==> config.mk <==
export PLATFORM = sky130hd
export DESIGN_NAME = mem_port_arbiter
export DESIGN_NICKNAME = d
export VERILOG_FILES = /design/src/rtl/mips_pkg.sv /design/src/rtl/arb_wdog.sv /design/src/rtl/mem_port_arbiter.sv
export SDC_FILE = /design/constraint.sdc
export NUM_CORES = 1
export LEC_CHECK = 0
export CAP_MARGIN = 10
export CELL_PAD_IN_SITES_DETAIL_PLACEMENT = 1
export CELL_PAD_IN_SITES_GLOBAL_PLACEMENT = 2
export CORE_MARGIN = 10
export CORE_UTILIZATION = 24
export CTS_CLUSTER_SIZE = 25
export DETAILED_ROUTE_END_ITERATION = 16
export MAX_ROUTING_LAYER = met4
export PLACE_DENSITY = 0.85
export SLEW_MARGIN = 20
export SYNTH_ARGS = -nofsm -noshare
export SYNTH_HDL_FRONTEND = slang
export SYNTH_HIERARCHICAL = 1
export SYNTH_SLANG_ARGS = --single-unit
==> constraint.sdc <==
create_clock -name clk -period 3.05 [get_ports clk]
set_clock_uncertainty 0.1 [all_clocks]
set_input_delay 0.61 -clock clk [delete_from_list [all_inputs] [get_ports clk]]
set_output_delay 0.61 -clock clk [all_outputs]
set_load 0.05 [all_outputs]
==> src/rtl/mips_pkg.sv <==
// -----------------------------------------------------------------------------
// mips_pkg: shared constants and types for the MIPS memory-port arbiter
// Rev 1.0
// -----------------------------------------------------------------------------
`default_nettype none

package mips_pkg;

  localparam int DEF_ADDR_W = 32;
  localparam int DEF_DATA_W = 32;

  localparam logic [2:0] ST_IDLE   = 3'd0;
  localparam logic [2:0] ST_D_BUSY = 3'd1;
  localparam logic [2:0] ST_I_BUSY = 3'd2;
  localparam logic [2:0] ST_D_DONE = 3'd3;
  localparam logic [2:0] ST_I_DONE = 3'd4;
  localparam logic [2:0] ST_ERR    = 3'd5;

  typedef enum logic [2:0] {
    S_IDLE   = ST_IDLE,
    S_D_BUSY = ST_D_BUSY,
    S_I_BUSY = ST_I_BUSY,
    S_D_DONE = ST_D_DONE,
    S_I_DONE = ST_I_DONE,
    S_ERR    = ST_ERR
  } arb_state_e;

endpackage

`default_nettype wire

==> src/rtl/arb_wdog.sv <==
// -----------------------------------------------------------------------------
// arb_wdog: counts busy cycles without an ack and flags the one reaching TIMEOUT
// Rev 1.0
// -----------------------------------------------------------------------------
`default_nettype none

module arb_wdog #(
  parameter int TIMEOUT = 255
) (
  input  logic clk,
  input  logic rst,
  input  logic clear,
  input  logic count_en,
  output logic expired
);

  localparam int CNT_W = $clog2(TIMEOUT + 1);
  localparam logic [CNT_W-1:0] LAST = CNT_W'(TIMEOUT - 1);
  localparam logic [CNT_W-1:0] TOP  = CNT_W'(TIMEOUT);

  logic [CNT_W-1:0] count_q;
  logic [CNT_W-1:0] count_d;

  always_comb begin
    count_d = count_q;
    if (clear) begin
      count_d = '0;
    end else if (count_en && (count_q != TOP)) begin
      count_d = count_q + CNT_W'(1);
    end
  end

  always_ff @(posedge clk) begin
    if (rst) begin
      count_q <= '0;
    end else begin
      count_q <= count_d;
    end
  end

  // High in the busy cycle whose missing ack would bring the count to TIMEOUT
  assign expired = count_en & ~clear & (count_q == LAST);

endmodule

`default_nettype wire

==> src/rtl/mem_port_arbiter.sv <==
// -----------------------------------------------------------------------------
// mem_port_arbiter: shares one req/ack memory port between IF and MEM stages
// Rev 1.0
// -----------------------------------------------------------------------------
`default_nettype none

module mem_port_arbiter
  import mips_pkg::*;
#(
  parameter int ADDR_W  = DEF_ADDR_W,
  parameter int DATA_W  = DEF_DATA_W,
  parameter int TIMEOUT = 255
) (
  input  logic              clk,
  input  logic              rst,
  input  logic              if_req,
  input  logic [ADDR_W-1:0] if_addr,
  output logic [DATA_W-1:0] if_rdata,
  output logic              if_valid,
  input  logic              d_read,
  input  logic              d_write,
  input  logic [ADDR_W-1:0] d_addr,
  input  logic [DATA_W-1:0] d_wdata,
  output logic [DATA_W-1:0] d_rdata,
  output logic              d_valid,
  output logic              stall_mem,
  output logic              stall_if,
  output logic              mem_req,
  output logic              mem_we,
  output logic [ADDR_W-1:0] mem_addr,
  output logic [DATA_W-1:0] mem_wdata,
  input  logic              mem_ack,
  input  logic [DATA_W-1:0] mem_rdata,
  output logic              timeout_err
);

  arb_state_e        state_q, state_d;
  logic              mem_req_q, mem_req_d;
  logic              mem_we_q, mem_we_d;
  logic [ADDR_W-1:0] mem_addr_q, mem_addr_d;
  logic [DATA_W-1:0] mem_wdata_q, mem_wdata_d;
  logic [DATA_W-1:0] d_rdata_q, d_rdata_d;
  logic [DATA_W-1:0] if_rdata_q, if_rdata_d;
  logic              d_valid_q, d_valid_d;
  logic              if_valid_q, if_valid_d;
  logic              timeout_err_q, timeout_err_d;

  logic wdog_clear;
  logic wdog_count_en;
  logic wdog_expired;

  assign wdog_clear    = (state_q == S_IDLE);
  assign wdog_count_en = ((state_q == S_D_BUSY) || (state_q == S_I_BUSY)) & ~mem_ack;

  arb_wdog #(
    .TIMEOUT (TIMEOUT)
  ) u_wdog (
    .clk      (clk),
    .rst      (rst),
    .clear    (wdog_clear),
    .count_en (wdog_count_en),
    .expired  (wdog_expired)
  );

  always_comb begin
    state_d     = state_q;
    mem_we_d    = mem_we_q;
    mem_addr_d  = mem_addr_q;
    mem_wdata_d = mem_wdata_q;
    d_rdata_d   = d_rdata_q;
    if_rdata_d  = if_rdata_q;

    case (state_q)
      // Data wins a tie: it belongs to the older instruction
      S_IDLE: begin
        if (d_read | d_write) begin
          state_d     = S_D_BUSY;
          mem_addr_d  = d_addr;
          mem_wdata_d = d_wdata;
          mem_we_d    = d_write;
        end else if (if_req) begin
          state_d    = S_I_BUSY;
          mem_addr_d = if_addr;
          mem_we_d   = 1'b0;
        end
      end
      S_D_BUSY: begin
        if (mem_ack) begin
          state_d = S_D_DONE;
          if (!mem_we_q) begin
            d_rdata_d = mem_rdata;
          end
        end else if (wdog_expired) begin
          state_d = S_ERR;
        end
      end
      S_I_BUSY: begin
        if (mem_ack) begin
          state_d    = S_I_DONE;
          if_rdata_d = mem_rdata;
        end else if (wdog_expired) begin
          state_d = S_ERR;
        end
      end
      S_D_DONE: state_d = S_IDLE;
      S_I_DONE: state_d = S_IDLE;
      S_ERR:    state_d = S_ERR;
      default:  state_d = S_IDLE;
    endcase

    mem_req_d     = (state_d == S_D_BUSY) || (state_d == S_I_BUSY);
    d_valid_d     = (state_d == S_D_DONE);
    if_valid_d    = (state_d == S_I_DONE);
    timeout_err_d = (state_d == S_ERR);
  end

  always_ff @(posedge clk) begin
    if (rst) begin
      state_q       <= S_IDLE;
      mem_req_q     <= 1'b0;
      mem_we_q      <= 1'b0;
      mem_addr_q    <= '0;
      mem_wdata_q   <= '0;
      d_rdata_q     <= '0;
      if_rdata_q    <= '0;
      d_valid_q     <= 1'b0;
      if_valid_q    <= 1'b0;
      timeout_err_q <= 1'b0;
    end else begin
      state_q       <= state_d;
      mem_req_q     <= mem_req_d;
      mem_we_q      <= mem_we_d;
      mem_addr_q    <= mem_addr_d;
      mem_wdata_q   <= mem_wdata_d;
      d_rdata_q     <= d_rdata_d;
      if_rdata_q    <= if_rdata_d;
      d_valid_q     <= d_valid_d;
      if_valid_q    <= if_valid_d;
      timeout_err_q <= timeout_err_d;
    end
  end

  assign mem_req     = mem_req_q;
  assign mem_we      = mem_we_q;
  assign mem_addr    = mem_addr_q;
  assign mem_wdata   = mem_wdata_q;
  assign d_rdata     = d_rdata_q;
  assign if_rdata    = if_rdata_q;
  assign d_valid     = d_valid_q;
  assign if_valid    = if_valid_q;
  assign timeout_err = timeout_err_q;

  assign stall_mem = ((d_read | d_write) & ~d_valid_q) | (state_q == S_ERR);
  assign stall_if  = (if_req & ~if_valid_q) | stall_mem;

endmodule

`default_nettype wire
== After elaboration in Yosys (flattened, before gate mapping) ==
Cells that the tools add are included.

* Bits in registers: 144
* Input bits: 134
* Output and inout port bits: 135
* Logic and storage cells: 55

* Add/sub/neg operators: 1
* Equal/unequal tests: 10
* Mux-type cells: 10
* Bitwise logic cells: 13
* Reductions and logical operators: 10

{| class="wikitable"
|+ Operators by type and width
! kind !! count
|-
| 32-bit 2-to-1 mux || 2
|-
| 3-bit 2-to-1 mux || 5
|-
| 3-bit one-hot mux with 4 select lines || 1
|-
| 3-bit by 2-bit == test with 1-bit output, second input constant || 3
|-
| 3-bit == test, second input constant || 3
|-
| 8-bit by 1-bit adder with 8-bit output, second input constant || 1
|-
| 8-bit == test, second input constant || 1
|-
| 8-bit != test, second input constant || 1
|-
| 3-bit by 1-bit == test with 1-bit output, second input constant || 2
|-
| 2-bit AND reduction || 3
|-
| 1-bit bitwise AND || 5
|-
| 1-bit inverter || 5
|-
| 3-bit zero test || 1
|-
| 1-bit OR || 3
|-
| 3-bit AND reduction || 1
|-
| 1-bit logical OR || 2
|-
| 1-bit 2-to-1 mux || 2
|-
| 2-bit nonzero test || 1
|-
| 2-bit OR reduction || 1
|-
| 1-bit logical AND || 1
|}

== Depth between registers and ports, before layout ==
* Depth in word-level cells: 10
* Depth in mapped cells: 9
* Mapped depth without buffers: 7

== Modules after synthesis ==
Netlist, hierarchy kept.

{| class="wikitable"
|+ Modules (own cells, without submodules)
! module !! instances !! cells an instance !! area each (um^2) !! seq. area each (um^2)
|-
| mem_port_arbiter || 1 || 670 || 5494.0 || 2722.6
|-
| arb_wdog || 1 || 51 || 447.9 || 160.2
|}

== Worst setup path before layout ==
No wires, ideal clock.

* Kind: input to output
* Start: input d_write
* End: output stall_mem
* Data arrival time: 1.914 ns
* Data required time: 2.340 ns
* Slack: 0.426 ns
* Stages on the path: 3
* Buffers on the path: 1
* Path through: nor2_1 > clkbuf_1 > o21ai_0

* Word-level cells in the longest chain between the ends: 3

{| class="wikitable"
|+ Ends and longest elaborated chain
! element !! RTL line !! text
|-
| from (decl) || mem_port_arbiter.sv:21 || <nowiki>input logic d_write,</nowiki>
|-
| 1-bit OR || mem_port_arbiter.sv:153 || <nowiki>assign stall_mem = ((d_read | d_write) & ~d_valid_q) | (state_q == S_ERR);</nowiki>
|-
| 1-bit bitwise AND || mem_port_arbiter.sv:153 ||
|-
| 1-bit OR || mem_port_arbiter.sv:153 ||
|-
| to (decl) || mem_port_arbiter.sv:26 || <nowiki>output logic stall_mem,</nowiki>
|}

No other way between the ends.

== Worst setup path in the final report ==
* Start: register state_q[0]
* End: output stall_if

* Word-level cells in the longest chain between the ends: 3

{| class="wikitable"
|+ Ends and longest elaborated chain
! element !! RTL line !! text
|-
| from (decl) || mem_port_arbiter.sv:37 || <nowiki>arb_state_e state_q, state_d;</nowiki>
|-
| from (signal assigned) || mem_port_arbiter.sv:130 || <nowiki>state_q <= state_d;</nowiki>
|-
| 3-bit == test || mem_port_arbiter.sv:153 ||
|-
| 1-bit OR || mem_port_arbiter.sv:153 ||
|-
| 1-bit OR || mem_port_arbiter.sv:154 || <nowiki>assign stall_if = (if_req & ~if_valid_q) | stall_mem;</nowiki>
|-
| to (decl) || mem_port_arbiter.sv:27 || <nowiki>output logic stall_if,</nowiki>
|}

No other way between the ends.

==> impl_metrics.prom <==
# TYPE chip_impl_metric gauge
chip_impl_metric{name="ys_async_rst_share",unit="%"} 0
chip_impl_metric{name="drt-wirelength-per-cell",unit="microns"} 19.6
chip_impl_metric{name="fp.coreArea",unit="sq um"} 24300
chip_impl_metric{name="max_stage_delay",unit="ns"} 0.61
chip_impl_metric{name="synthesis.nets",unit=""} 857
chip_impl_metric{name="arrival",unit="ns"} 1.96
chip_impl_metric{name="boundaryPins",unit=""} 269
chip_impl_metric{name="cts.reportedPaths.clkPinSlew",unit="ns"} 0.06
chip_impl_metric{name="fin_crit_sh",unit="%"} 87.7
chip_impl_metric{name="drtAntennaViolNets",unit=""} 0
chip_impl_metric{name="drtIter0Drc",unit=""} 264
chip_impl_metric{name="syn-mean-instance-area",unit="sq um"} 8.24
chip_impl_info{name="tritoncts",value="built"} 1
chip_impl_metric{name="remaining_max_slew_budget_at_the_tightest_pin",unit="%"} 30.0
chip_impl_info{name="critPathTopFamily",value="flip-flops"} 1
chip_impl_metric{name="final_setup_tns",unit="ns"} 0
chip_impl_metric{name="synth_edf_count",unit=""} 0
chip_impl_metric{name="whs",unit="ns"} 0.355
chip_impl_metric{name="io_buffers",unit=""} 268
chip_impl_metric{name="clock-sinks",unit=""} 144
chip_impl_metric{name="number_of_buffers_added_for_setup_after_cts",unit=""} 0
chip_impl_metric{name="dr.pass1.iters",unit=""} 4
chip_impl_info{name="worstHoldPathType",value="reg2reg"} 1
chip_impl_metric{name="maxCapViolCount",unit=""} 0
chip_impl_metric{name="post_route_cells_drive_above_1_share",unit="%"} 8.10
chip_impl_metric{name="postLayoutCellArea",unit="sq um"} 9490
chip_impl_metric{name="die_w",unit="microns"} 177
chip_impl_info{name="timing.critical_path.from",value="state_q[0]$_SDFF_PP0_"} 1
chip_impl_metric{name="placed_cell_area",unit="sq um"} 8880
chip_impl_metric{name="relative_area_change_from_synthesis_to_final_layout",unit="%"} 59.7
chip_impl_metric{name="avgViaCountPerCell",unit=""} 4.81
chip_impl_metric{name="synthesis.area",unit="sq um"} 5940
chip_impl_metric{name="post_cts_hold_buffer_count",unit=""} 0
chip_impl_metric{name="insertion_delay",unit="ns"} 0.41
chip_impl_metric{name="dr_total_vias",unit=""} 6191
chip_impl_metric{name="stdcell_count",unit=""} 1288
chip_impl_info{name="mostFrequentLayoutCell",value="sky130_fd_sc_hd__clkdlybuf4s50_1"} 1
chip_impl_metric{name="timing.final.max_slew_violations",unit=""} 0
chip_impl_info{name="grt_setup_unrepaired",value="no"} 1
chip_impl_metric{name="cts-root-to-sink-buffers",unit=""} 2
chip_impl_info{name="critical_path.endpoint",value="stall_if"} 1
chip_impl_metric{name="wl",unit="microns"} 25200
chip_impl_metric{name="worst_pin_slew",unit="ns"} 1.04
chip_impl_metric{name="timing.critical_path.buf_inv",unit=""} 1
chip_impl_metric{name="clock_tree.htree_level_count",unit=""} 4
chip_impl_info{name="crit_path_cell_trace",value="nor2b_1 > nand2_1 > o221ai_1 > buf_4"} 1
chip_impl_info{name="reg2reg_to",value="d_rdata[8]$_SDFFE_PP0P_"} 1
chip_impl_metric{name="ys_ff_latch",unit=""} 144
chip_impl_metric{name="finalWeightedCongestion",unit=""} 0.770
chip_impl_metric{name="grt_pass1_wl",unit="microns"} 38200
chip_impl_metric{name="report.final.hold_viol_count",unit=""} 0
chip_impl_metric{name="power_per_cell_area",unit="nW/um^2"} 600
chip_impl_metric{name="grt_start_max_net_pins",unit=""} 69
chip_impl_metric{name="drt_drc_violations_left",unit=""} 0
chip_impl_info{name="timing.critical_path.from_type",value="flop"} 1
chip_impl_info{name="clock_tree.root_cell",value="sky130_fd_sc_hd__clkbuf_16"} 1
chip_impl_metric{name="antenna_found_initial",unit=""} 1
chip_impl_info{name="layout_common_cells",value="sky130_fd_sc_hd__clkdlybuf4s50_1, sky130_fd_sc_hd__dfxtp_1, sky130_fd_sc_hd__nand2_1"} 1
chip_impl_metric{name="first_global_vias",unit=""} 6391
chip_impl_metric{name="placement_rows",unit=""} 57
chip_impl_metric{name="yosysWarningCount",unit=""} 6
chip_impl_metric{name="grt_use_total",unit="%"} 15.8
chip_impl_metric{name="global_route.overflow_total",unit=""} 0
chip_impl_info{name="synth_top_flop_cell",value="sky130_fd_sc_hd__dfxtp_1"} 1
chip_impl_info{name="critPathCaptureType",value="output pin"} 1
chip_impl_metric{name="floorplan.initialDensity",unit="%"} 24.4
chip_impl_metric{name="peak_clock_frequency_supported_by_timing",unit="MHz"} 374
chip_impl_metric{name="final_nets",unit=""} 1086
chip_impl_info{name="type_of_the_setup_path_with_the_least_slack",value="reg2out"} 1
chip_impl_metric{name="critical_path_required",unit="ns"} 2.34
chip_impl_metric{name="setup-violations-final",unit=""} 0
chip_impl_metric{name="share_of_the_yosys_chip_area_belonging_to_registers",unit="%"} 48.5
chip_impl_metric{name="syn-instance-count",unit=""} 721
chip_impl_metric{name="design.die.area",unit="sq um"} 31500
chip_impl_metric{name="post_cts_resized",unit=""} 0
chip_impl_info{name="worst_path_max_delay_cell",value="sky130_fd_sc_hd__dfxtp_1"} 1
chip_impl_metric{name="place.detailed.instances",unit=""} 1255
chip_impl_metric{name="cts-buffers-inserted",unit=""} 17
chip_impl_info{name="run_status",value="finished clean"} 1
chip_impl_metric{name="leakage_power",unit="nW"} 3.26
chip_impl_metric{name="synth.distinct_cells",unit=""} 47
chip_impl_metric{name="cp.depth",unit=""} 4
chip_impl_metric{name="timing.critical_path.fanout_max",unit=""} 12
chip_impl_metric{name="r2r.worst_path.cells",unit=""} 4
chip_impl_metric{name="timing.final.crit_period",unit="ns"} 2.67
chip_impl_metric{name="place.detailed.hpwl",unit="microns"} 17500
chip_impl_metric{name="ir_worst_vdd",unit="uV"} 282
chip_impl_info{name="r2r-start",value="mem_we$_SDFFE_PP0P_"} 1
chip_impl_metric{name="die_y",unit="microns"} 177
chip_impl_metric{name="setup.reg_to_reg.worst_slack",unit="ns"} 0.71
[per-layer routing]
layer,GRT usage (%),routed length (microns)
met5,-,0
met4,4.97,486
met3,4.72,1430
met2,26.1,12700
met1,18.2,10500
[where the power goes]
| group | internal (mW) | switching (mW) |
|---|---|---|
| combinational | 0.517 | 0.884 |
| clock | 1.31 | 0.902 |
| sequential | 2.01 | 0.0728 |
[how the worst min path moves through the flow]
stage	startpoint	to	slack, ns	depth (start not counted)
after floorplan	u_wdog/count_q[7]$_SDFFE_PP0P_	u_wdog/count_q[7]$_SDFFE_PP0P_	0.35	1
after global placement	if_rdata[0]$_SDFFE_PP0P_	if_rdata[0]$_SDFFE_PP0P_	0.34	2
after detailed placement	if_rdata[11]$_SDFFE_PP0P_	if_rdata[11]$_SDFFE_PP0P_	0.35	2
after CTS	if_rdata[11]$_SDFFE_PP0P_	if_rdata[11]$_SDFFE_PP0P_	0.36	2
after global routing	if_rdata[11]$_SDFFE_PP0P_	if_rdata[11]$_SDFFE_PP0P_	0.38	2
final	if_rdata[21]$_SDFFE_PP0P_	if_rdata[21]$_SDFFE_PP0P_	0.36	2
[cell usage after synthesis, drive strengths merged, types with 3 or more instances]
library cell | count | area share, %
dfxtp | 144 | 49
nand2 | 137 | 8.7
a21oi | 133 | 12
o21ai | 68 | 5.7
nand3 | 67 | 5.6
clkbuf | 44 | 2.8
a311oi | 33 | 5.9
buf | 31 | 3.2
nor2 | 8 | 0.55
inv | 6 | 0.38
or3 | 4 | 0.42
a211oi | 3 | 0.38
a31oi | 3 | 0.32
and4 | 3 | 0.44
mux2i | 3 | 0.51
nor2b | 3 | 0.32
nor3 | 3 | 0.25
[worst register-to-register path: cells and delay by family (launching register included)]
family	cells	cell delay, ns
compound gates	1	0.11
flops	1	0.32
buf+inv	2	1.31
simple gates	1	0.37
[cell type report]
| class | instances | area (sq um) |
|---|---|---|
| fillers | 2858 | 14800 |
| flip-flops and latches | 144 | 2880 |
| repair buffers | 285 | 2850 |
| multi-input cells | 495 | 2710 |
| clock buffers | 18 | 429 |
| well taps | 324 | 405 |
| clock inverters | 14 | 180 |
| inverters | 7 | 31.3 |
| diodes | 1 | 2.50 |
[per-stage QoR]
stage	total power, mW	worst slack (ns)	utilization, %
final	5.69	0.375	39.0
after global routing	5.95	0.241	39.0
after CTS	5.77	0.350	39.0
after detailed placement	3.54	0.518	36.5
after global placement	3.53	0.570	36.5
after floorplan	2.96	0.426	-
[flip-flops by register name, summed over array words and instances, names as in the netlist]
register and count:
if_rdata 32, if_valid 1, mem_we 1, d_rdata 32
mem_req 1, d_valid 1, u_wdog/count_q 8, mem_wdata 32
state_q 3, timeout_err 1, mem_addr 32
[kinds of logic (layout without fill, tap and decap cells)]
group / count (synthesis) / in the layout / share of synthesized area, %
xor+xnor: 2 / 2 / 0.295
other cells: 0 / 1 / 0
flops: 144 / 144 / 48.5
compound gates: 248 / 248 / 25.3
fa+ha+maj: 2 / 2 / 0.421
buf+inv: 82 / 324 / 6.55
simple gates: 240 / 240 / 18.4
mux: 3 / 3 / 0.505
Power figures use the tool's default switching activity.
